<file path="src/rtl/fetch_unit.sv">
// Instruction fetch: PC register, combinational imem address, and a 2-entry
// {pc, inst} FIFO feeding decode over valid/ready; redirect flushes and reloads.
module fetch_unit #(
  parameter logic [31:0] RESET_PC  = 32'h0000_0000,
  parameter int          MEM_BYTES = 1024
) (
  input  logic        clk,
  input  logic        rst,
  output logic [31:0] imem_addr,
  input  logic [31:0] imem_data,
  input  logic        redirect_valid,
  input  logic [31:0] redirect_pc,
  output logic        out_valid,
  input  logic        out_ready,
  output logic [31:0] out_inst,
  output logic [31:0] out_pc
);
  localparam logic [31:0] PC_MASK = 32'(MEM_BYTES - 1);

  typedef struct packed {
    logic [31:0] pc;
    logic [31:0] inst;
  } entry_t;

  entry_t [1:0] ent;
  logic [31:0]  pc;
  logic [1:0]   count;
  logic         rd_ptr;
  logic         wr_ptr;
  logic         pop;
  logic         push;

  assign imem_addr = pc;
  assign out_valid = (count != 2'd0);
  assign out_inst  = out_valid ? ent[rd_ptr].inst : 32'h0;
  assign out_pc    = out_valid ? ent[rd_ptr].pc   : 32'h0;

  assign pop  = out_valid & out_ready;
  assign push = !redirect_valid & ((count < 2'd2) | pop);
  // With count==2 the tail slot is the head slot, which frees up on the same-cycle pop.
  assign wr_ptr = rd_ptr ^ count[0];

  always_ff @(posedge clk or posedge rst) begin
    if (rst) begin
      pc     <= RESET_PC;
      count  <= 2'd0;
      rd_ptr <= 1'b0;
    end else if (redirect_valid) begin
      pc     <= {redirect_pc[31:2], 2'b00} & PC_MASK;
      count  <= 2'd0;
      rd_ptr <= 1'b0;
    end else begin
      if (push) pc <= (pc + 32'd4) & PC_MASK;
      if (pop) rd_ptr <= ~rd_ptr;
      case ({push, pop})
        2'b10:   count <= count + 2'd1;
        2'b01:   count <= count - 2'd1;
        default: count <= count;
      endcase
    end
  end

  // Payload needs no reset; count gates visibility of stale entries.
  always_ff @(posedge clk) begin
    if (push) ent[wr_ptr] <= '{pc: pc, inst: imem_data};
  end
endmodule

</file>
<file path="config.mk">
export PLATFORM = sky130hd
export DESIGN_NAME = fetch_unit
export DESIGN_NICKNAME = d
export VERILOG_FILES = /design/src/rtl/fetch_unit.sv
export SDC_FILE = /design/constraint.sdc
export NUM_CORES = 1
export LEC_CHECK = 0
export BUFFER_PORTS_ARGS = -buffer_cell sky130_fd_sc_hd__clkbuf_2
export CAP_MARGIN = 0
export CORE_UTILIZATION = 48
export CTS_CLUSTER_DIAMETER = 30
export CTS_CLUSTER_SIZE = 8
export DETAILED_ROUTE_END_ITERATION = 7
export PLACE_DENSITY = 0.87
export SLEW_MARGIN = 15
export SYNTH_ARGS = -nofsm -noshare
export SYNTH_HDL_FRONTEND = slang
export SYNTH_SLANG_ARGS = --single-unit
</file>
<file path="constraint.sdc">
create_clock -name clk -period 5.81 [get_ports clk]
set_clock_uncertainty 0.05 [all_clocks]
set_input_delay 1.162 -clock clk [delete_from_list [all_inputs] [get_ports clk]]
set_output_delay 1.162 -clock clk [all_outputs]
set_load 0.005 [all_outputs]
</file>
==> metrics.md <==
| Metric | Value |
|---|---|
| Synth area leader | `edfxtp_1` |
| Routed len/inst | `13.1 um` |
| Layout area overhead | `14.1%` |
| Data required, critical path | `4600 ps` |
| F_max | `323 MHz` |
| Count leader, synth | `edfxtp_1` |
| DRC violations left | `0` |
| PortBufs | `92` |
| Number of global-route vias before repair | `2119` |
| # setup viols final | `0` |
| Critical path type | `reg -> out` |
| Max_cap viols | `0` |
| Register area share after synthesis | `0.676` |
| Routed via count | `2275` |
| Post-CTS setup buffers | `0` |
| Syn avg cell area | `14.0 um2` |
| CTS Sinks | `91` |
| Die Area | `8620 um2` |
| Drt total wl | `6340 um` |
| Post-synth cell types | `27` |
| Total power | `1.43 mW` |
| Synth warn | `0` |
| Worst-Skew Late Latency | `330 ps` |
| Placer congestion estimate | `0.797` |
| Peak supply drop | `200 uV` |
| Placed cells | `467` |
| Initial detailed-routing violation count | `77` |
| Fin cells | `483` |
| Main area contributors after synthesis | `edfxtp_1 (61%), mux2i_1 (10%), buf_4 (9.9%)` |
| Commonest register cell after synthesis | `edfxtp_1` |
| CTS hold repair buffers | `0` |
| Synth async-reset ratio | `0.121` |
| Row count | `32` |
| ANT nets after route | `0` |
| Seq cells post-synth | `91` |
| Post-synth EDFFs | `80` |
| Largest net degree at the start of global routing | `42` |
| Fin crit period | `3090 ps` |
| Fin crit share | `0.533` |
| Height of the die | `92.8 um` |
| N_diodes | `0` |
| Final setup TNS | `0 ps` |
| Yosys top cell area share | `0.606` |
| Critical Path End Type | `output port` |
| Die W | `92.8 um` |
| Worst-Margin Slew | `933 ps` |
| Number of gates resized after CTS | `0` |
| Leakage | `1.87 nW` |
| TritonCTS buffer count | `9` |
| Number of detailed-route iterations in the first pass | `4` |
| CP Max Fanout | `35` |
| Status | `completed` |
| RSZ-0062 raised after global routing | `no` |
| Worst path arrival time | `1880 ps` |
| Filler cells | `646` |
| Total Routing Usage GR | `0.153` |
| Initial antenna violation count | `0` |
| Final core utilization | `0.576` |
| Type of the most critical hold path | `reg -> reg` |
| Final Hold Vio Count | `0` |
| Root Buffer | `clkbuf_8` |
| Power per Cell Area | `316 nW/um2` |
| Core area | `7850 um2` |
| First-pass GRT wire length | `9950 um` |
| Hold path cells | `0` |
| Total area of sequential cells | `2680 um2` |
| Post-DP HPWL | `4110 um` |
| Deepest clock path buffer count | `2` |
| Nets | `445` |
| Critical path launch point type | `flop` |
| Synthesized cell area | `3960 um2` |
| Mapped Cells | `283` |
| Top cells by count, synth | `edfxtp_1 (80), buf_4 (52), nor2_1 (43), mux2i_1 (41), dfrtp_1 (11)` |
| Initial core utilization | `0.505` |
| R2r worst-path depth | `5` |
| Fin. max-slew vios | `0` |
| Layout cell share with drive strength beyond 1 | `0.291` |
| Htree depth | `3` |
| Gr ovfl total | `0` |
| Worst slew margin | `0.377` |
| Routed vias/inst | `4.71` |
| Top Ports | `165` |
| Area of the multi-input gates | `1030 um2` |
| Worst-path clk slew | `90 ps` |
| CTS tree | `built` |
==> placed cells by master, fill, tap and decap left out, types with 2 or more instances in the layout <==
master      count
clkinv_1        3
conb_1         48
xor2_1          8
nand2_1        10
inv_1           4
clkbuf_8        9
nand4_1         2
clkbuf_2       92
o21ai_1         4
buf_4           3
a21oi_1         2
clkinvlp_4      2
nor2_1         42
mux2i_1        41
edfxtp_1       80
o21ai_0         4
dfrtp_1        10
nand3_1         3
==> kinds of logic after synthesis <==
family | synth area share
other | 0.000947
AND/OR/NAND/NOR | 0.0692
adder cells (fa/ha/maj) | 0.00316
XOR/XNOR | 0.0199
flip-flops | 0.676
buffers and inverters | 0.112
multiplexers | 0.104
AO/OA/AOI/OAI | 0.0148
==> worst max-delay path, stage by stage, from the launching register on <==
cell and delay, ps:
dfrtp_2 490, buf_4 530, mux2i_1 250, nor2_1 80
clkbuf_2 160
==> cell type report <==
type,instances,share of cell area
Sequential cell,91,0.593
Multi-Input combinational cell,175,0.228
Timing Repair Buffer,95,0.107
Clock buffer,10,0.0282
Tap cell,102,0.0282
Clock inverter,6,0.0125
Inverter,4,0.00332
==> report_power, final <==
part	switching [mW]	total, mW	leakage (nW)	internal (mW)
combinational	0.125	0.214	0.905	0.0887
sequential	0.0291	0.817	0.884	0.788
clock	0.201	0.396	0.0850	0.195
==> per-stage QoR <==
step                      setup slack (ps)  area, um2  hold WS (ps)
after detailed placement              3030       4340           490
after floorplan                        920       4140           454
final                                 2720       4520           509
after global routing                  2540       4520           524
after global placement                3050       4340           482
after CTS                             2650       4520           504
==> per-layer routing <==
metal  GRT usage  routed length, um  vias up
met1       0.176               2590     1078
met5           0                  0        -
met4      0.0500                 98        0
met3      0.0452                381       11
met2       0.273               3270      106
li1            -                  -     1080
==> sequential cells by signal, indices dropped and copies added, names as in the netlist <==
signal     cells
imem_addr      8
count          2
ent           80
rd_ptr         1
==> path summary, 6_finish.rpt <==
path,start,end,slack [ps]
worst max register to register,count[1]$_DFFE_PP0P_,rd_ptr$_DFFE_PP0P_,3970
max in group asynchronous,rst,rd_ptr$_DFFE_PP0P_,4630
min in group asynchronous,rst,imem_addr[2]$_DFFE_PP0P_,750
worst min-delay path,imem_addr[9]$_DFFE_PP0P_,ent[105]$_DFFE_PP_,510
worst max-delay path,rd_ptr$_DFFE_PP0P_,out_inst[30],2720
worst min register to register,imem_addr[9]$_DFFE_PP0P_,ent[105]$_DFFE_PP_,510
No activity file was read; power rests on OpenSTA's default activity.
